$ cat src/rtl/itu_656_encoder_pkg.sv
// itu656_pkg: shared BT.656 constants, the protected XY timing-code function and
// the 75% colour-bar table used by itu_656_encoder (bars only with ITU656_COLORBAR_EN).
package itu656_pkg;

  localparam int H_W = 11;
  localparam int V_W = 10;

  localparam logic [7:0] PRE_FF     = 8'hFF;
  localparam logic [7:0] PRE_00     = 8'h00;
  localparam logic [7:0] BLANK_EVEN = 8'h80;
  localparam logic [7:0] BLANK_ODD  = 8'h10;
  localparam logic [7:0] CLIP_LO    = 8'h01;
  localparam logic [7:0] CLIP_HI    = 8'hFE;

  // White, yellow, cyan, green, magenta, red, blue, black at 75% amplitude.
  localparam logic [7:0] BAR_Y  [8] = '{8'hB4, 8'hA2, 8'h83, 8'h70, 8'h54, 8'h41, 8'h23, 8'h10};
  localparam logic [7:0] BAR_CB [8] = '{8'h80, 8'h2C, 8'h9C, 8'h48, 8'hB8, 8'h64, 8'hD4, 8'h80};
  localparam logic [7:0] BAR_CR [8] = '{8'h80, 8'h8E, 8'h2C, 8'h3A, 8'hC6, 8'hD4, 8'h72, 8'h80};

  function automatic logic [7:0] xy_code(input logic f, input logic v, input logic h);
    return {1'b1, f, v, h, v ^ h, f ^ h, f ^ v, f ^ v ^ h};
  endfunction

endpackage

$ cat src/rtl/itu_656_encoder_if.sv
// itu_656_encoder_if: 4:2:2 sample handshake between a YCbCr source (master)
// and the BT.656 encoder (slave).
interface itu_656_encoder_if;

  logic [15:0] iYCbCr;
  logic        iDVAL;
  logic        oReady;

  modport master (output iYCbCr, output iDVAL, input oReady);
  modport slave  (input iYCbCr, input iDVAL, output oReady);

endinterface

$ cat src/rtl/itu_656_encoder_timing.sv
// itu656_timing: free-running BT.656 byte/line counters and the region flags
// (EAV, SAV, active, F, V, start-of-frame) decoded from them.
module itu656_timing
  import itu656_pkg::*;
#(
  parameter int H_BYTES_TOTAL  = 1716,
  parameter int H_ACTIVE_BYTES = 1440,
  parameter int V_LINES_TOTAL  = 525,
  parameter int F2_START       = 263,
  parameter int V1_ACT_START   = 20,
  parameter int V2_ACT_START   = 283
) (
  input  logic           clk,
  input  logic           rst_n,
  output logic [1:0]     code_idx,
`ifdef ITU656_COLORBAR_EN
  output logic [H_W-1:0] act_idx,
`endif
  output logic           h_odd,
  output logic           eav,
  output logic           sav,
  output logic           active,
  output logic           blank_h,
  output logic           f,
  output logic           v,
  output logic           sof
);

  localparam logic [H_W-1:0] H_LAST    = H_W'(H_BYTES_TOTAL - 1);
  localparam logic [H_W-1:0] SAV_START = H_W'(H_BYTES_TOTAL - H_ACTIVE_BYTES - 4);
  localparam logic [H_W-1:0] ACT_START = H_W'(H_BYTES_TOTAL - H_ACTIVE_BYTES);
  localparam logic [1:0]     SAV_PH    = SAV_START[1:0];
  localparam logic [V_W-1:0] V_LAST    = V_W'(V_LINES_TOTAL - 1);
  localparam logic [V_W-1:0] F2_LINE   = V_W'(F2_START);
  localparam logic [V_W-1:0] V1_LINE   = V_W'(V1_ACT_START);
  localparam logic [V_W-1:0] V2_LINE   = V_W'(V2_ACT_START);

  logic [H_W-1:0] h_cnt;
  logic [V_W-1:0] v_cnt;

  always_ff @(posedge clk or negedge rst_n) begin
    if (!rst_n) begin
      h_cnt <= '0;
      v_cnt <= '0;
    end else if (h_cnt == H_LAST) begin
      h_cnt <= '0;
      v_cnt <= (v_cnt == V_LAST) ? '0 : v_cnt + V_W'(1);
    end else begin
      h_cnt <= h_cnt + H_W'(1);
    end
  end

  assign h_odd   = h_cnt[0];
  assign eav     = (h_cnt < H_W'(4));
  assign sav     = (h_cnt >= SAV_START) && (h_cnt < ACT_START);
  assign active  = (h_cnt >= ACT_START);
  assign blank_h = (h_cnt < ACT_START);
  // Byte position inside the 4-byte FF 00 00 XY sequence of either code.
  assign code_idx = eav ? h_cnt[1:0] : h_cnt[1:0] - SAV_PH;
  assign f       = (v_cnt >= F2_LINE);
  assign v       = (v_cnt < V1_LINE) || (f && (v_cnt < V2_LINE));
  assign sof     = (h_cnt == '0) && (v_cnt == '0);

`ifdef ITU656_COLORBAR_EN
  assign act_idx = h_cnt - ACT_START;
`endif

endmodule

$ cat src/rtl/itu_656_encoder.sv
// itu_656_encoder: BT.656 byte-stream transmitter (timing codes, blanking fill, 4:2:2 payload).
// Define ITU656_COLORBAR_EN to add the iPattern input and the internal 75% colour-bar source.
module itu_656_encoder
  import itu656_pkg::*;
#(
  parameter int H_BYTES_TOTAL  = 1716,
  parameter int H_ACTIVE_BYTES = 1440,
  parameter int V_LINES_TOTAL  = 525,
  parameter int F2_START       = 263,
  parameter int V1_ACT_START   = 20,
  parameter int V2_ACT_START   = 283
) (
  input  logic             iCLK,
  input  logic             iRST_N,
`ifdef ITU656_COLORBAR_EN
  input  logic             iPattern,
`endif
  itu_656_encoder_if.slave sif,
  output logic [7:0]       oTD_DATA,
  output logic             oF,
  output logic             oV,
  output logic             oH,
  output logic             oSOF,
  output logic             oUnderflow
);

  logic [1:0] code_idx;
  logic       h_odd, eav, sav, active, blank_h, f, v, sof;
  logic       pat_on, ready, starve;
  logic [7:0] y_p0;
  logic [7:0] bar_byte;
  logic [7:0] byte_nxt;

  function automatic logic [7:0] clip_byte(input logic [7:0] b);
    if (b == 8'h00) return CLIP_LO;
    if (b == 8'hFF) return CLIP_HI;
    return b;
  endfunction

  itu656_timing #(
    .H_BYTES_TOTAL (H_BYTES_TOTAL),
    .H_ACTIVE_BYTES(H_ACTIVE_BYTES),
    .V_LINES_TOTAL (V_LINES_TOTAL),
    .F2_START      (F2_START),
    .V1_ACT_START  (V1_ACT_START),
    .V2_ACT_START  (V2_ACT_START)
  ) u_timing (
    .clk     (iCLK),
    .rst_n   (iRST_N),
    .code_idx(code_idx),
`ifdef ITU656_COLORBAR_EN
    .act_idx (act_idx),
`endif
    .h_odd   (h_odd),
    .eav     (eav),
    .sav     (sav),
    .active  (active),
    .blank_h (blank_h),
    .f       (f),
    .v       (v),
    .sof     (sof)
  );

`ifdef ITU656_COLORBAR_EN
  localparam int BAR_W = H_ACTIVE_BYTES / 8;

  logic [H_W-1:0] act_idx;
  logic [2:0]     bar;

  assign pat_on = iPattern;

  always_comb begin
    bar = 3'd0;
    for (int i = 1; i < 8; i++) begin
      if (act_idx >= H_W'(i * BAR_W)) bar = 3'(i);
    end
    case (act_idx[1:0])
      2'd0:    bar_byte = BAR_CB[bar];
      2'd2:    bar_byte = BAR_CR[bar];
      default: bar_byte = BAR_Y[bar];
    endcase
  end
`else
  assign pat_on   = 1'b0;
  assign bar_byte = BLANK_EVEN;
`endif

  // Samples are taken only on the C slot of an active line; the Y slot replays y_p0.
  assign ready      = active & ~v & ~h_odd & ~pat_on;
  assign starve     = ready & ~sif.iDVAL;
  assign sif.oReady = ready;

  always_comb begin
    byte_nxt = h_odd ? BLANK_ODD : BLANK_EVEN;
    if (eav || sav) begin
      case (code_idx)
        2'd0:    byte_nxt = PRE_FF;
        2'd3:    byte_nxt = xy_code(f, v, eav);
        default: byte_nxt = PRE_00;
      endcase
    end else if (active && !v) begin
      if (pat_on)
        byte_nxt = clip_byte(bar_byte);
      else if (!h_odd)
        byte_nxt = sif.iDVAL ? clip_byte(sif.iYCbCr[7:0]) : BLANK_EVEN;
      else
        byte_nxt = clip_byte(y_p0);
    end
  end

  // p0: Y half of the accepted sample (or the odd fill byte when starved)
  always_ff @(posedge iCLK) begin
    if (ready) y_p0 <= sif.iDVAL ? sif.iYCbCr[15:8] : BLANK_ODD;
  end

  // p1: registered byte stream and flags
  always_ff @(posedge iCLK or negedge iRST_N) begin
    if (!iRST_N) begin
      oTD_DATA   <= BLANK_EVEN;
      oF         <= 1'b0;
      oV         <= 1'b1;
      oH         <= 1'b1;
      oSOF       <= 1'b0;
      oUnderflow <= 1'b0;
    end else begin
      oTD_DATA <= byte_nxt;
      oF       <= f;
      oV       <= v;
      oH       <= blank_h;
      oSOF     <= sof;
      if (starve) oUnderflow <= 1'b1;
    end
  end

endmodule

$ cat src/flat_wrapper.sv
// flat-port wrapper written by rule: the top's interface ports become plain ports
module itu_656_encoder_flat import itu656_pkg::*;
#(
  parameter int H_BYTES_TOTAL  = 1716,
  parameter int H_ACTIVE_BYTES = 1440,
  parameter int V_LINES_TOTAL  = 525,
  parameter int F2_START       = 263,
  parameter int V1_ACT_START   = 20,
  parameter int V2_ACT_START   = 283
)
  (iCLK, iRST_N, oTD_DATA, oF, oV, oH, oSOF, oUnderflow, sif_iYCbCr, sif_iDVAL, sif_oReady);
  itu_656_encoder_if sif_i ();
  input  logic iCLK;
  input  logic iRST_N;
  output logic [7:0] oTD_DATA;
  output logic oF;
  output logic oV;
  output logic oH;
  output logic oSOF;
  output logic oUnderflow;
  input wire logic [$bits(sif_i.iYCbCr)-1:0] sif_iYCbCr;
  input wire logic [$bits(sif_i.iDVAL)-1:0] sif_iDVAL;
  output wire logic [$bits(sif_i.oReady)-1:0] sif_oReady;
  assign sif_i.iYCbCr = sif_iYCbCr;
  assign sif_i.iDVAL = sif_iDVAL;
  assign sif_oReady = sif_i.oReady;
  itu_656_encoder #(.H_BYTES_TOTAL(H_BYTES_TOTAL), .H_ACTIVE_BYTES(H_ACTIVE_BYTES), .V_LINES_TOTAL(V_LINES_TOTAL), .F2_START(F2_START), .V1_ACT_START(V1_ACT_START), .V2_ACT_START(V2_ACT_START)) u_core (.iCLK(iCLK), .iRST_N(iRST_N), .sif(sif_i), .oTD_DATA(oTD_DATA), .oF(oF), .oV(oV), .oH(oH), .oSOF(oSOF), .oUnderflow(oUnderflow));
endmodule
$ cat config.mk
export PLATFORM = sky130hd
export DESIGN_NAME = itu_656_encoder_flat
export DESIGN_NICKNAME = d
export VERILOG_FILES = /design/src/rtl/itu_656_encoder_pkg.sv /design/src/rtl/itu_656_encoder_if.sv /design/src/rtl/itu_656_encoder_timing.sv /design/src/rtl/itu_656_encoder.sv /design/src/flat_wrapper.sv
export SDC_FILE = /design/constraint.sdc
export NUM_CORES = 1
export LEC_CHECK = 0
export ABC_CLOCK_PERIOD_IN_PS = 2800
export BUFFER_PORTS_ARGS = -buffer_cell sky130_fd_sc_hd__buf_4
export CORE_ASPECT_RATIO = 0.7
export CORE_UTILIZATION = 37
export DETAILED_ROUTE_END_ITERATION = 10
export GPL_TIMING_DRIVEN = 0
export PLACE_DENSITY = 0.7
export SLEW_MARGIN = 0
export SYNTH_ARGS = -nofsm -noshare
export SYNTH_HDL_FRONTEND = slang
export SYNTH_SLANG_ARGS = --single-unit
$ cat constraint.sdc
create_clock -name iCLK -period 2.8 [get_ports iCLK]
set_clock_uncertainty 0.2 [all_clocks]
set_input_delay 0.14 -clock iCLK [delete_from_list [all_inputs] [get_ports iCLK]]
set_output_delay 0.14 -clock iCLK [all_outputs]
set_load 0.005 [all_outputs]
---- Word-level counts from Yosys, hierarchy flattened ----
Cells that the tools add are included.
Widths: inputs -> output; s select.
storage, ports and cells
  bits in read-only memories .............. 0
  output and inout port bits .............. 14
  memory bits (writable) .................. 0
  memories kept ........................... 0
  bits in latches ......................... 0
  logic and storage cells ................. 79
  register bits after elaboration ......... 42
  bits of input ports ..................... 19
cells by class
  $mul .................................... 0
  $add $sub $neg .......................... 2
  magnitude comparators ................... 7
  shift operators ......................... 0
  bitwise logic cells ..................... 10
  divide/modulo/power cells ............... 0
  muxes and demuxes ....................... 34
  reductions and logical operators ........ 12
  equal/unequal tests ..................... 5
operator list
  cell                   count
  $mux 8                 13
  $ge 11x9->1 const B    2
  $mux 1                 18
  $eq 8x8->1 const B     2
  $logic_not 8->1        2
  $pmux 8 s2             1
  $add 11x1->11 const B  1
  $eq 11x11->1 const B   1
  $logic_not 11->1       1
  $lt 11x3->1 const B    1
  $lt 11x9->1 const B    1
  $mux 11                1
  $add 10x1->10 const B  1
  $eq 10x10->1 const B   1
  $ge 10x9->1 const B    1
  $logic_not 10->1       1
  $lt 10x5->1 const B    1
  $lt 10x9->1 const B    1
  $mux 10                1
  $logic_and 1x1->1      4
  $xor 1x1->1            4
  $and 1x1->1            3
  $not 1->1              3
  $eq 2x2->1 const B     1
  other kinds (3)        4

---- Logic depth before layout (Yosys ltp) ----
  word-level depth ........................ 17
  depth in mapped cells ................... 7

---- Modules after synthesis ----
Synthesis repeated with hierarchy kept, for this count alone.
unflattened totals
  cells, all modules ...................... 233
  area total of the unflattened synthesis .. 2267.2 um^2
by module, submodules not included
  module           area each (um^2)  cells each  sequential area each (um^2)  times used
  itu656_timing    1227.4            133         525.5                        1
  itu_656_encoder  1039.7            100         569.3                        1

---- Least setup slack after synthesis ----
OpenSTA, ideal clock, no wires.
  path type ............................... register -> register
  from .................................... register u_core.u_timing.v_cnt[0]
  to ...................................... register u_core.y_p0[0] (enable)
  setup time .............................. 0.375 ns
  data arrival time ....................... 2.184 ns
  clock period less this slack ............ 2.760 ns
  path slack .............................. 0.040 ns
  path buffers ............................ 0
  stages on the path, launching flop included .. 7
  path through ............................ dfrtp_1 > ha_1 > a2111oi_0 > nor4b_1 > a31oi_1 > nand2_1 > nor2_1
between the ends
  word-level cells in the longest chain between the ends .. 6
  elaborated cells between the ends (all ways) .. 8
RTL lines
  item                                        RTL line                                                    source
  start, declared                             itu_656_encoder_timing.sv:39                                logic [V_W-1:0] v_cnt;
  start signal, assigned                      itu_656_encoder_timing.sv:47                                v_cnt <= (v_cnt == V_LAST) ? '0 : v_cnt + V_W'(1);
  $ge 10x9->1 or $lt 10x9->1 (tied branches)  itu_656_encoder_timing.sv:60, itu_656_encoder_timing.sv:61
  $logic_and 1x1->1                           itu_656_encoder_timing.sv:61                                assign v = (v_cnt < V1_LINE) || (f && (v_cnt < V2_LINE));
  $logic_or 1x1->1 *                          itu_656_encoder_timing.sv:61
  $not 1->1 *                                 itu_656_encoder.sv:89                                       assign ready = active & ~v & ~h_odd & ~pat_on;
  $and 1x1->1 * (2 in series)                 itu_656_encoder.sv:89
  via sif_oReady                              flat_wrapper.sv:23                                          output wire logic [$bits(sif_i.oReady)-1:0] sif_oReady;
  end signal, assigned                        itu_656_encoder.sv:113                                      if (ready) y_p0 <= sif.iDVAL ? sif.iYCbCr[15:8] : BLANK_ODD;
  end, declared                               itu_656_encoder.sv:30                                       logic [7:0] y_p0;
Mark *: on every way through the listed nets, which the timed path passes. The rest lies on a longest branch.
A chain may end at the register's enable or synchronous reset.

---- Worst setup path after layout ----
  from .................................... register u_core.u_timing.v_cnt[0]
  to ...................................... register u_core.oTD_DATA[0]
between the ends
  word-level cells in the longest chain between the ends .. 7
  elaborated cells between the ends (all ways) .. 12
RTL lines
  item                                              RTL line                                                    source
  $ge 10x9->1 or $lt 10x9->1 (tied branches)        itu_656_encoder_timing.sv:60, itu_656_encoder_timing.sv:61
  $logic_and 1x1->1                                 itu_656_encoder_timing.sv:61
  $logic_or 1x1->1                                  itu_656_encoder_timing.sv:61
  $xor 1x1->1 or $logic_not 1->1 (tied branches)    itu_656_encoder_pkg.sv:21, itu_656_encoder.sv:101
  $xor 1x1->1 or $logic_and 1x1->1 (tied branches)  itu_656_encoder_pkg.sv:21, itu_656_encoder.sv:101
  $pmux 8 s2 or $mux 8 (tied branches)              itu_656_encoder.sv:96, itu_656_encoder.sv:101
  $mux 8 *                                          itu_656_encoder.sv:95                                       if (eav || sav) begin
  via u_core.byte_nxt[0]                            itu_656_encoder.sv:32                                       logic [7:0] byte_nxt;
  end signal, assigned                              itu_656_encoder.sv:126                                      oTD_DATA <= byte_nxt;
  end, declared                                     itu_656_encoder.sv:19                                       output logic [7:0] oTD_DATA,
Marks and branches as above.

==> reports/metrics.yaml <==
floorplan:
  die_w_um: 94.2
  core_area_um2: 5730
  io_pins: 33
  dieArea_um2: 6270
  die_y_um: 66.6
  num_rows: 23
  start_util_pct: 38.5
power_and_ir_drop:
  leakagePower_nw: 1.19
  finalPower_mw: 1.14
  powerDensity_nw_per_um2: 404
  power_switching_share_pct: 20.6
  ir_worst_vdd_v: 0.000273
  p_int_uw: 908
  switchingPower_uw: 236
  power.share.clock_pct: 41.0
  power.share.combinational_pct: 4.6
  power.share.sequential_pct: 54.4
layout:
  final_common_cell: "buf_4"
  final_cell_mix: "buf_4 (34), dfrtp_1 (31), nor2_1 (17)"
  n_antenna_cell: 0
  nNetsFinal: 300
  drive_gt1_share_pct: 20.9
  areaGrowthSynthToFinish_pct: 28.7
  layout.cells.non_filler: 353
sta:
  worst_pin_slew_ns: 0.721
  fin_crit_ns: 2.64
  fin_crit_sh_pct: 94.1
  hold_viol_final: 0
  fmax_ghz: 0.379
  fin_ws_ns: 0.164
  relSlewSlack_pct: 50.7
  maxSlewViolCount: 0
  setup_violations: 0
global_routing:
  overflow: 0
  grt_usage_pct: 17.0
  grt_antenna_before_repair: 0
  grt_pass1_wl_um: 8070
  grt_start_max_net_pins: 35
  grt_pass1_vias: 1626
yosys:
  synthesis.area_um2: 2200
  yosys_register_bits: 42
  yosys_warnings: 0
  avgSynthCellArea_um2: 9.84
  synth_top_flop_cell: "dfrtp_1"
  synth.distinct_cells: 48
  synth-seq-area-share_pct: 49.7
  synth_edf_count: 8
  syn-num-nets: 247
  ys_async_sr_fraction_pct: 81.0
  syn_inst: 224
routing:
  vias_per_cell: 5.37
  dr.pass1.iters: 5
  routed_wirelength_um: 5040
  wl_per_cell_um: 14.3
  drtIter0Drc: 140
  route.vias.total: 1894
  drc_errors: 0
  ant_nets: 0
clock_tree:
  cts_tree: "yes"
  htree_levels: 2
  clkSinkCount: 42
  clock_path_buffers: 2
  numCtsBuffers: 5
  clk_latency_ns: 0.30
  clkSlewWorstSetupHoldPaths_ns: 0.09
  root_buffer: "clkbuf_8"
setup_path:
  cp.arrival_ns: 2.64
  worstPathMaxFanout: 7
  start_kind: "flip-flop"
  ff2ff_path_depth: 6
  critPathKind: "flip-flop to flip-flop"
  critPathCaptureType: "flip-flop"
  cp.required_ns: 2.81
job:
  cap_violations: 0
outcome:
  status: "finished clean"
hold_path:
  hp-class: "input port to flip-flop"
  whs_path_depth: 3
placement:
  pre_cts_ws_ns: -0.510
  place_inst: 331
  port_buffers: 32
  hpwlAfterDp_um: 3580
  place.gp.congestion: 0.810
[layout make-up]
type | instances | area (µm²)
sequential | 42 | 1090
clock buffer | 8 | 111
inverter | 9 | 33.8
buffer | 11 | 42.5
tap | 75 | 93.8
timing repair buffer | 46 | 375
multi-input combinational | 162 | 1080
fill | 517 | 2890
[synth_stat cells (all sizes together) (2+ instances only)]
library cell  number  share of area, %
or4                3               1.4
a2111oi            3               1.2
or3                4               1.4
nand2             15               2.6
nand3             11               2.5
clkbuf            10               1.7
inv                9               1.5
nor4b              2              0.80
xor2               7               2.8
a21oi              5               1.1
o21a               3               1.0
nor2b              2              0.57
o211ai             5               1.9
or2                2              0.57
a22oi              5               1.7
dfrtp             31                35
o31ai              2              0.68
edfxtp             8                11
and2               9               2.6
a31oi              3              0.85
dfstp              3               3.6
nor4               5               1.4
o21ai             13               3.0
ha                 4               2.3
nor2              18               3.1
nand4              6               1.7
nand2b             6               1.7
o221ai             2              0.80
nor3               7               1.6
and3               2              0.57
xnor2              7               2.8
o22ai              2              0.57
[critical path, stage by stage, from the launching register on]
cell and delay [ns]:
dfrtp_1 0.45, ha_1 0.35, a2111oi_4 0.41, nor4b_2 0.11, a2111oi_0 0.66, xnor2_1 0.13, o211ai_1 0.23
[flip-flops by register name (all words and copies together) (netlist names)]
register,flops
u_core.y_p0,8
u_core.oSOF,1
u_core.oH,1
u_core.u_timing.h_cnt,11
u_core.oV,1
u_core.oTD_DATA,8
u_core.oF,1
u_core.oUnderflow,1
u_core.u_timing.v_cnt,10
[per-stage QoR]
stage / setup TNS, ns / cell area, µm² / util, % / hold WS, ns
after floorplan: 0 / 2200 / - / -0.356
after global placement: -3.93 / 2540 / 44.3 / -0.0893
after detailed placement: -4.58 / 2540 / 44.3 / -0.0842
after CTS: 0 / 2800 / 48.9 / 0.0221
after global routing: -0.00453 / 2840 / 49.5 / 0.0371
final: 0 / 2840 / 49.5 / 0.0205
[path summary, 6_finish.rpt]
kind,from,to,slack [ns]
max in group asynchronous,iRST_N,u_core.oV,1.95
min in group asynchronous,iRST_N,u_core.u_timing.h_cnt[1],0.11
setup reg to reg,u_core.u_timing.v_cnt[0],u_core.oTD_DATA[0],0.16
hold reg to reg,u_core.oUnderflow,u_core.oUnderflow,0.31
hold / removal,sif_iYCbCr[5],u_core.oTD_DATA[5],0.02
setup / recovery,u_core.u_timing.v_cnt[0],u_core.oTD_DATA[0],0.16
[repair_timing]
action / CTS / global route
pin swaps: 2 / 0
endpoints found under the hold margin: 45 / 0
resized for setup: 4 / 6
hold buffers: 12 / 0
endpoints found under the setup margin: 10 / 14
buffers inserted: 2 / 0
[logic make-up after synthesis]
kind of cell             count (synthesis)  share of synthesized area, %
multiplexers                             1                         0.454
AND/OR/NAND/NOR                         95                          23.7
buffers and inverters                   20                          3.46
XOR/XNOR                                14                          5.57
adder cells (fa/ha/maj)                  4                          2.27
flip-flops                              42                          49.7
AO/OA/AOI/OAI                           48                          14.8
[per-layer routing]
layer | routed length (µm) | GRT usage [%] | up-vias | part of all wire, %
li1 | - | - | 927 | -
met1 | 2500 | 26.3 | 892 | 50
met2 | 2150 | 22.6 | 67 | 43
met3 | 340 | 5.25 | 8 | 6.7
met4 | 48 | 3.65 | 0 | 0.95
met5 | 0 | 0 | - | 0
[power groups by stage]
stage	sequential [mW]	combinational, mW	clock [mW]
after floorplan	0.635	0.00730	0
after global placement	0.635	0.0399	0
after detailed placement	0.635	0.0404	0
after CTS	0.622	0.0535	0.481
after global routing	0.622	0.0596	0.503
final	0.622	0.0531	0.469
(Power assumes the default switching activity.)
